### config.mk
export PLATFORM = sky130hd
export DESIGN_NAME = wb_arbiter2
export DESIGN_NICKNAME = d
export VERILOG_FILES = /design/src/rtl/wb_arbiter2.sv
export SDC_FILE = /design/constraint.sdc
export NUM_CORES = 1
export LEC_CHECK = 0
export ABC_AREA = 1
export CAP_MARGIN = 20
export CELL_PAD_IN_SITES_DETAIL_PLACEMENT = 1
export CELL_PAD_IN_SITES_GLOBAL_PLACEMENT = 1
export CORE_ASPECT_RATIO = 0.75
export CORE_MARGIN = 4
export CORE_UTILIZATION = 13
export CTS_CLUSTER_SIZE = 28
export DETAILED_ROUTE_END_ITERATION = 8
export GPL_TIMING_DRIVEN = 0
export PLACE_DENSITY = 0.93
export REMOVE_ABC_BUFFERS = 1
export SYNTH_ARGS = -nofsm -noshare
export SYNTH_HDL_FRONTEND = slang
export SYNTH_SLANG_ARGS = --single-unit
### constraint.sdc
create_clock -name i_clk -period 2.7 [get_ports i_clk]
set_input_delay 0.81 -clock i_clk [delete_from_list [all_inputs] [get_ports i_clk]]
set_output_delay 0.81 -clock i_clk [all_outputs]
set_load 0.02 [all_outputs]
### src/rtl/wb_arbiter2.sv
// wb_arbiter2: two-master, one-slave pipelined Wishbone arbiter.
// Master 0 (fetch) and master 1 (memory stage) share one slave bus.
// The owner keeps the bus until it drops cyc. Simultaneous requests are
// resolved round-robin. Accepted but unacknowledged strobes are counted so
// the slave never sees more than MAX_OUTSTANDING of them.
module wb_arbiter2 #(
    parameter int AW              = 30,
    parameter int DW              = 32,
    parameter int MAX_OUTSTANDING = 4
) (
    input  logic              i_clk,
    input  logic              i_reset_n,

    input  logic              m0_cyc,
    input  logic              m0_stb,
    input  logic              m0_we,
    input  logic [AW-1:0]     m0_addr,
    input  logic [DW-1:0]     m0_mosi,
    input  logic [DW/8-1:0]   m0_sel,
    output logic              m0_ack,
    output logic              m0_stall,
    output logic              m0_err,
    output logic [DW-1:0]     m0_miso,

    input  logic              m1_cyc,
    input  logic              m1_stb,
    input  logic              m1_we,
    input  logic [AW-1:0]     m1_addr,
    input  logic [DW-1:0]     m1_mosi,
    input  logic [DW/8-1:0]   m1_sel,
    output logic              m1_ack,
    output logic              m1_stall,
    output logic              m1_err,
    output logic [DW-1:0]     m1_miso,

    output logic              s_cyc,
    output logic              s_stb,
    output logic              s_we,
    output logic [AW-1:0]     s_addr,
    output logic [DW-1:0]     s_mosi,
    output logic [DW/8-1:0]   s_sel,
    input  logic              s_ack,
    input  logic              s_stall,
    input  logic              s_err,
    input  logic [DW-1:0]     s_miso,

    output logic [1:0]        o_grant
);

    // Grant encoding doubles as the one-hot o_grant value.
    typedef enum logic [1:0] {
        IDLE = 2'b00,
        G0   = 2'b01,
        G1   = 2'b10
    } grant_e;

    localparam logic [3:0] MAX_OUT = 4'(MAX_OUTSTANDING);

    grant_e      grant, grant_nxt;
    logic        last, last_nxt;          // most recently granted master
    logic [3:0]  outstanding, outstanding_nxt;

    logic        req0, req1;
    logic        at_limit;
    logic        limit_block;             // slave window full and no ack frees a slot
    logic        ack_valid;               // ack that matches a pending strobe
    logic        accept;                  // strobe taken by the slave this cycle

    assign req0        = m0_cyc && m0_stb;
    assign req1        = m1_cyc && m1_stb;
    assign at_limit    = (outstanding == MAX_OUT);
    assign limit_block = at_limit && !s_ack;
    assign ack_valid   = s_ack && (outstanding != 4'd0);
    assign accept      = s_stb && !s_stall;

    assign o_grant = grant;
    assign m0_miso = s_miso;
    assign m1_miso = s_miso;

    // State registers: grant owner, round-robin pointer and outstanding count.
    always_ff @(posedge i_clk or negedge i_reset_n) begin
        if (!i_reset_n) begin
            grant       <= IDLE;
            last        <= 1'b1;
            outstanding <= 4'd0;
        end else begin
            // NOTE: non-blocking so every register samples pre-edge values.
            grant       <= grant_nxt;
            last        <= last_nxt;
            outstanding <= outstanding_nxt;
        end
    end

    // Route the owner's request to the slave and the slave's response back.
    always_comb begin
        // NOTE: every output gets a default first so no path infers a latch.
        s_cyc    = 1'b0;
        s_stb    = 1'b0;
        s_we     = 1'b0;
        s_addr   = '0;
        s_mosi   = '0;
        s_sel    = '0;
        m0_ack   = 1'b0;
        m0_err   = 1'b0;
        m0_stall = m0_cyc;
        m1_ack   = 1'b0;
        m1_err   = 1'b0;
        m1_stall = m1_cyc;
        case (grant)
            G0: begin
                s_cyc    = m0_cyc;
                s_stb    = m0_stb && !limit_block;
                s_we     = m0_we;
                s_addr   = m0_addr;
                s_mosi   = m0_mosi;
                s_sel    = m0_sel;
                m0_ack   = ack_valid;
                m0_err   = s_err;
                m0_stall = s_stall || limit_block;
            end
            G1: begin
                s_cyc    = m1_cyc;
                s_stb    = m1_stb && !limit_block;
                s_we     = m1_we;
                s_addr   = m1_addr;
                s_mosi   = m1_mosi;
                s_sel    = m1_sel;
                m1_ack   = ack_valid;
                m1_err   = s_err;
                m1_stall = s_stall || limit_block;
            end
            default: ;
        endcase
    end

    // Next grant, round-robin pointer and outstanding-count arithmetic.
    always_comb begin
        grant_nxt       = grant;
        last_nxt        = last;
        outstanding_nxt = outstanding;
        case (grant)
            IDLE: begin
                // On a tie, master 0 wins only when master 1 went last.
                if (req0 && (!req1 || last)) begin
                    grant_nxt = G0;
                    last_nxt  = 1'b0;
                end else if (req1) begin
                    grant_nxt = G1;
                    last_nxt  = 1'b1;
                end
            end
            G0, G1: begin
                if ((grant == G0) ? !m0_cyc : !m1_cyc) begin
                    // Release always passes through IDLE for one cycle.
                    grant_nxt       = IDLE;
                    outstanding_nxt = 4'd0;
                end else if (s_err) begin
                    outstanding_nxt = 4'd0;
                end else begin
                    case ({accept, ack_valid})
                        2'b10:   outstanding_nxt = outstanding + 4'd1;
                        2'b01:   outstanding_nxt = outstanding - 4'd1;
                        default: outstanding_nxt = outstanding;
                    endcase
                end
            end
            default: grant_nxt = IDLE;
        endcase
    end

endmodule

# [Word-level counts from Yosys, hierarchy flattened]
# Index checks and enable logic that the tools add are counted.
[totals] out_inout_bits=141 reg_bits=7 elab_cells=58 inputBits=175
[classes] addsub=2 eq_ne=7 n_reduce_logical=24 muxes=22
[ops] op="$pmux 32 s2" count=1
[ops] op="$pmux 30 s2" count=1
[ops] op="$pmux 4 s2" count=2
[ops] op="$mux 1" count=9
[ops] op="$logic_and 1x1->1" count=8
[ops] op="$mux 4" count=2
[ops] op="$reduce_bool 4->1" count=2
[ops] op="$logic_not 1->1" count=6
[ops] op="$mux 2" count=3
[ops] op="$pmux 1 s2" count=3
[ops] op="$reduce_and 2->1" count=3
[ops] op="$add 4x1->4 const B" count=1
[ops] op="$eq 2x1->1 const B" count=2
[ops] op="$eq 2x2->1 const B" count=2
[ops] op="$eq 4x3->1 const B" count=1
[ops] op="$pmux 2 s2" count=1
[ops] op="$sub 4x1->4 const B" count=1
[ops] op="$ne 3x3->1 const B" count=1
[ops] op="$logic_not 2->1" count=1
[ops] op="$logic_or 1x1->1" count=2
[ops] op="$ne 2x2->1 const B" count=1
[ops] op="$reduce_bool 2->1" count=1
[ops] op="$reduce_or 2->1" count=1

# [Logic depth before layout (Yosys ltp)]
# Gate-level depths: netlist of run 1.
[logic_depth] word_depth=10 mapped_depth=18 ltp_nobuf=17

# [Least setup slack after synthesis of run 1]
# No wires, ideal clock.
[synth_timing] path_kind="flip-flop to output port" start="register grant[0], in the netlist o_grant[0]" end="output port s_mosi[11]" required_time_ps=1890 t_arrival_ps=1730 path_slack_ps=160 n_path_buf=2 path_stages_with_launch=7 cell_sequence="dfrtp_1 -> inv_1 -> ha_1 -> inv_1 -> buf_2 -> buf_1 -> a21oi_1"
[synth_between] elab_chain_cells=2 elab_cells_between_ends=3 cone_classes="eq/ne: 2; mux: 1"
[synth_rtl] item="from (decl)" line_no="59" text="grant_e grant, grant_nxt;"
[synth_rtl] item="from (signal assigned)" line_no="88" text="grant <= grant_nxt;"
[synth_rtl] item="$eq 2x2->1 or $eq 2x1->1 (tied branches)" line_no="109" text="case (grant)"
[synth_rtl] item="$pmux 32 s2 (*)" line_no="109"
[synth_rtl] item="to (decl)" line_no="40" text="output logic [DW-1:0] s_mosi,"
# Mark *: on every way between the ends. The rest lies on a longest branch, timed or not.

# [Final worst setup path of run 1]
[layout_timing] start="register grant[0], in the netlist o_grant[0]" end="output port s_addr[10]"
[layout_between] elab_chain_cells=2 elab_cells_between_ends=3 cone_classes="eq/ne: 2; mux: 1"
[layout_rtl] item="$eq 2x2->1 or $eq 2x1->1 (tied branches)" line_no="109"
[layout_rtl] item="$pmux 30 s2 (*)" line_no="109"
[layout_rtl] item="to (decl)" line_no="39" text="output logic [AW-1:0] s_addr,"
# Marks and branches as above.

==> results of run 1 <==
worst max-delay path, delay by kind of cell, from the launching register on:
kind,cells,cell delay [ns]
adders and majority gates,1,0.31
buffers and inverters,5,0.77
DFF,1,0.38
AOI/OAI and AO/OA,1,0.13
kinds of logic after synthesis:
kind of cell	Yosys count
AND/OR/NAND/NOR	181
buffers and inverters	109
AO/OA/AOI/OAI	81
flip-flops	7
adder cells (fa/ha/maj)	6
XOR/XNOR	2
metal layers:
layer | global-route usage | vias up
met5 | 0.0504 | -
met4 | 0.0237 | 2
met3 | 0.124 | 17
met2 | 0.274 | 224
met1 | 0.202 | 1425
li1 | - | 1460
flip-flops by register name, indices dropped and copies added, names as in the netlist:
| register | flops |
|---|---|
| outstanding | 4 |
| o_grant | 2 |
| last | 1 |
what timing repair did:
action | CTS | global route
pin swaps | 1 | 0
cloned | 1 | 0
gates resized for setup | 193 | 77
buffers inserted | 15 | 2
endpoints found under the hold margin | 0 | 0
setup endpoints to repair | 78 | 61
Yosys cell counts, types with 2 or more instances:
cell,count,area (um2)
a21oi_1,70,350
buf_1,2,7.51
buf_4,64,480
buf_6,2,22.5
clkbuf_1,18,67.6
dfrtp_1,6,150
ha_1,5,62.6
inv_1,22,82.6
nand2_1,158,593
nand3_1,5,25.0
nand3_2,2,20.0
nor2_1,10,37.5
nor2_2,2,12.5
o21ai_0,4,20.0
o21ai_1,4,20.0
xor2_1,2,17.5
final cells by class:
class | instances | share of cell area
sequential | 7 | 0.0425
tap | 205 | 0.0613
timing repair buffer | 238 | 0.533
clock buffer | 4 | 0.0188
inverter | 22 | 0.0215
multi-input combinational | 270 | 0.323
where the power goes:
group          leakage, nW  internal (mW)  switching [mW]
clock network       0.0382          0.197          0.0634
logic                 1.62           1.12            1.74
registers           0.0896          0.155          0.0561
total                 1.74           1.47            1.86
worst max-delay path by stage:
stage                           from        endpoint  slack (ns)  depth (start not counted)
after CTS                 o_grant[0]        s_sel[0]       -0.05                          7
after global routing          m1_stb  outstanding[3]       -0.04                         15
after floorplan           o_grant[0]           s_stb       -0.80                          4
final                     o_grant[0]      s_addr[10]        0.04                          7
after global placement    o_grant[1]      s_addr[26]       -2.06                          5
after detailed placement  o_grant[0]           s_stb       -0.56                          5
==> flow_summary.yaml, run 1 <==
grt:
  grt_max_degree: 37
  antenna_found_initial: 0
  grt_pass1_vias: 3272
  grt_pass1_wl_mm: 23.4
  grt_usage: 0.177
  overflow: 0
critical_path:
  start_kind: "flip-flop"
  slowest_delay_ns: 0.38
  worst_setup_path_end_kind: "output port"
  regToRegStartpoint: "o_grant[0]"
  cp_slowest_cell: "dfrtp_2"
  worstSetupPathType: "reg2out"
  r2r-end: "outstanding[3]"
  rrSetupSlack_ns: 0.17
  worstPathCellList: "inv_2 -> buf_12 -> ha_4 -> inv_8 -> buf_16 -> a21oi_1 -> clkdlybuf4s15_2"
  reg2reg_depth: 18
  worstPathArrival_ns: 1.85
  cp.required_ns: 1.89
  path_max_fanout: 25
drt:
  drtAntennaViolNets: 0
  detailroute.wirelength.met2_mm: 7.50
  first_pass_iters: 4
  met3WireLength_mm: 2.68
  wirelength_mm: 17.2
  via_per_inst: 4.19
  drc: 0
  drt_iter0_drc: 130
  top_layer: "met5"
  wire_per_inst_um: 23.0
  via_count: 3128
  met1_length_mm: 6.77
cts:
  postCtsHoldBufs: 0
  cts_htree_levels: 1
  root_buffer: "clkbuf_16"
  path_clk_slew_ns: 0.04
  clock-sinks: 7
  numCtsBuffers: 3
  clockBufferDepth: 2
  clk_latency_ns: 0.24
  cts_tree: "done"
place:
  pre_cts_slack_ns: -0.561
  gp_congestion: 0.748
  hpwl_mm: 12.9
  place_area_um2: 3990
  port_buffers: 219
  dp_cells: 724
logic_synthesis:
  yosys-mux-area-fraction: 0
  yosysSeqAreaShare: 0.0850
  ys_warn_count: 0
  synth_edf_count: 0
  syn_inst: 386
  synthDistinctLibCells: 26
  synth_fa_ha_area_frac: 0.0398
  synth_ff_type: "dfrtp_1"
  syn_area_um2: 2070
  synthSimpleGateAreaFrac: 0.347
  async_flop_share: 1.00
  avgSynthCellArea_um2: 5.37
  synth_xor_area_frac: 0.00844
  synth_compound_area_frac: 0.199
  ys_ff_latch: 7
  synth_top_family_by_area: "simple AND/OR/NAND/NOR gates"
min_path:
  hp-class: "reg2reg"
  hold_path_depth: 2
  min_to: "last"
  hold_path.startpoint: "last"
final_layout:
  mostFrequentLayoutCells: "158 x nand2_1, 144 x clkdlybuf4s50_1, 60 x a21oi_1, 24 x buf_2, 18 x inv_1"
  final_area_um2: 4190
  multi_input_area_um2: 1350
  final_core_util: 0.271
  area_growth_pct: 102
  layoutNonFillerInstCount: 746
  layout.area.seq_um2: 178
  final_common_cell: "nand2_1"
  n_antenna_cell: 0
  drive_above_1_share: 0.196
  nNetsFinal: 723
  nFillCells: 1919
floorplanning:
  die_h_um: 117
  io-pin-count: 316
  die_x_um: 154
  start_util: 0.135
  coreArea_um2: 15400
  dieArea_um2: 18100
  rows: 39
sta:
  fmax_mhz: 376
  rsz0062_at_grt: "true"
  fin_hold_ws_ns: 0.529
  period_needed_ns: 2.66
  maxSlewViolCount: 0
  relSlewSlack: 0.781
  worst_pin_slew_ns: 0.328
  fin_ws_ns: 0.0431
  skew_ns: 0.00489
  setup_tns_ns: 0
  finalSetupViolations: 0
  timing.final.crit_share: 0.984
  hold_viol: 0
power_and_ir_drop:
  power_density_nw_per_um2: 795
  max-vdd-ir-drop_mv: 0.343
  p_total_mw: 3.33
  p_leak_nw: 1.74
job:
  max-cap-violations: 0
outcome:
  outcome: "complete, no violations"
Power figures use the tool's default switching activity.
==> inputs of run 2 (changes only) <==
--- a/config.mk
+++ b/config.mk
@@ -11,11 +11,11 @@
 export CELL_PAD_IN_SITES_GLOBAL_PLACEMENT = 1
 export CORE_ASPECT_RATIO = 0.75
 export CORE_MARGIN = 4
-export CORE_UTILIZATION = 13
+export CORE_UTILIZATION = 14
 export CTS_CLUSTER_SIZE = 28
 export DETAILED_ROUTE_END_ITERATION = 8
 export GPL_TIMING_DRIVEN = 0
-export PLACE_DENSITY = 0.93
+export PLACE_DENSITY = 0.95
 export REMOVE_ABC_BUFFERS = 1
 export SYNTH_ARGS = -nofsm -noshare
 export SYNTH_HDL_FRONTEND = slang
==> constraint.sdc (replaced) <==
create_clock -name i_clk -period 3.3 [get_ports i_clk]
set_input_delay 0.99 -clock i_clk [delete_from_list [all_inputs] [get_ports i_clk]]
set_output_delay 0.99 -clock i_clk [all_outputs]
set_load 0.02 [all_outputs]
==> run 2 against run 1 <==
Core utilization grew 1.7 points. Largest cell class unchanged. Register-to-register slack gained 0.31 ns. Sequential share of layout area is essentially flat.
==> flow_summary.yaml, run 2 (synthesis gave the netlist of run 1 again) <==
outcome:
  outcome: "complete, no violations"
final_layout:
  n_antenna_cell: 0
  drive_above_1_share: 0.0473
  top_register: "outstanding"
  largest_register_ffs: 4
  final_common_cell: "nand2_1"
  area_growth_pct: 102
  nNetsFinal: 711
  mostFrequentLayoutCells: "158 x nand2_1, 154 x clkdlybuf4s50_1, 70 x a21oi_1, 37 x dlygate4sd2_1, 26 x dlymetal6s2s_1"
sta:
  period_needed_ns: 3.27
  timing.final.crit_share: 0.990
  finalSetupViolations: 0
  fin_ws_ns: 0.0318
  fmax_mhz: 306
  maxSlewViolCount: 0
  skew_ns: 0.00461
  rsz0062_at_grt: "false"
  worst_pin_slew_ns: 0.373
  relSlewSlack: 0.751
  hold_viol: 0
critical_path:
  start_kind: "input pin"
  worst_setup_path_end_kind: "output port"
  path_max_fanout: 1
  worstSetupPathType: "in2out"
  cp.required_ns: 2.31
  worstPathArrival_ns: 2.28
floorplanning:
  coreArea_um2: 14500
  die_x_um: 149
  start_util: 0.143
  rows: 38
  io-pin-count: 316
  dieArea_um2: 16800
  die_h_um: 113
job:
  max-cap-violations: 0
place:
  hpwl_mm: 11.3
  port_buffers: 219
  gp_congestion: 0.765
  pre_cts_slack_ns: -0.365
cts:
  clockBufferDepth: 2
  cts_htree_levels: 1
  clk_latency_ns: 0.23
  numCtsBuffers: 3
  root_buffer: "clkbuf_16"
  postCtsHoldBufs: 0
  path_clk_slew_ns: 0.04
  clock-sinks: 7
  cts_tree: "done"
drt:
  first_pass_iters: 4
  via_per_inst: 4.24
  met1_length_mm: 5.99
  top_layer: "met5"
  drt_iter0_drc: 152
  met3WireLength_mm: 1.80
  drtAntennaViolNets: 0
  detailroute.wirelength.met2_mm: 6.49
  wirelength_mm: 14.5
  via_count: 3094
  wire_per_inst_um: 19.9
  drc: 0
min_path:
  hp-class: "reg2reg"
grt:
  grt_max_degree: 40
  overflow: 0
  grt_pass1_wl_mm: 20.5
  grt_usage: 0.160
  antenna_found_initial: 0
  grt_pass1_vias: 3302
power_and_ir_drop:
  max-vdd-ir-drop_mv: 0.234
  p_leak_nw: 2.11
  p_total_mw: 2.47
  power_density_nw_per_um2: 590
[run 2: cell count changes in the layout (fill, tap and decap cells not counted), sizes merged]
cell	before	now
buf	52	7
dlymetal6s2s	0	26
dlygate4sd2	16	37
clkbuf	20	5
clkdlybuf4s50	144	154
clkdlybuf4s15	9	1
clkdlybuf4s18	1	0
[run 2: cell type report]
| type | instances | area [um2] |
|---|---|---|
| tap | 200 | 250 |
| clock buffer | 4 | 78.8 |
| timing repair buffer | 226 | 2330 |
| inverter | 22 | 87.6 |
| sequential | 7 | 176 |
| multi-input combinational | 270 | 1260 |
| fill | 1818 | 10300 |
[run 2: what timing repair did]
item / CTS / global route
buffers inserted: 4 / 1
resized for setup: 47 / 29
pin swaps: 0 / 1
setup endpoints to repair: 73 / 34
[run 2: critical path, cell delays in order]
cell             delay [ns]
clkdlybuf4s50_1        0.45
nand2_1                0.06
a21oi_1                0.14
clkdlybuf4s50_1        0.64
[run 2: worst paths after layout]
check,start,to,slack (ns),cells past startpoint
max,m0_addr[7],s_addr[7],0.03,4
min,last,last,0.53,2
max reg2reg,o_grant[0],outstanding[3],0.48,17
min reg2reg,last,last,0.53,2
max in group asynchronous,i_reset_n,last,1.95,1
min in group asynchronous,i_reset_n,outstanding[2],1.04,1
[run 2: per-stage QoR]
stage          area [um2]  std cells   util  setup TNS (ns)  hold slack [ns]
2_1_floorplan        1490        299      -           -6.96            0.474
3_3_place_gp         3930        718  0.271         -105.81            0.506
3_5_place_dp         3990        720  0.275           -4.07            0.522
4_1_cts              4120        728  0.284               0            0.528
5_1_grt              4190        729  0.289               0            0.542
6_report             4190        729  0.289               0            0.527
[run 2: power by group]
group / switching, mW / internal (mW) / leakage (nW)
registers: 0.0442 / 0.126 / 0.0911
logic: 1.28 / 0.812 / 1.99
clock network: 0.0470 / 0.161 / 0.0382
total: 1.37 / 1.10 / 2.11
[run 2: layer usage]
| layer | track usage | vias to the layer above |
|---|---|---|
| met3 | 0.0961 | 15 |
| li1 | - | 1432 |
| met1 | 0.193 | 1462 |
| met5 | 0.0412 | - |
| met4 | 0.0172 | 3 |
| met2 | 0.249 | 182 |
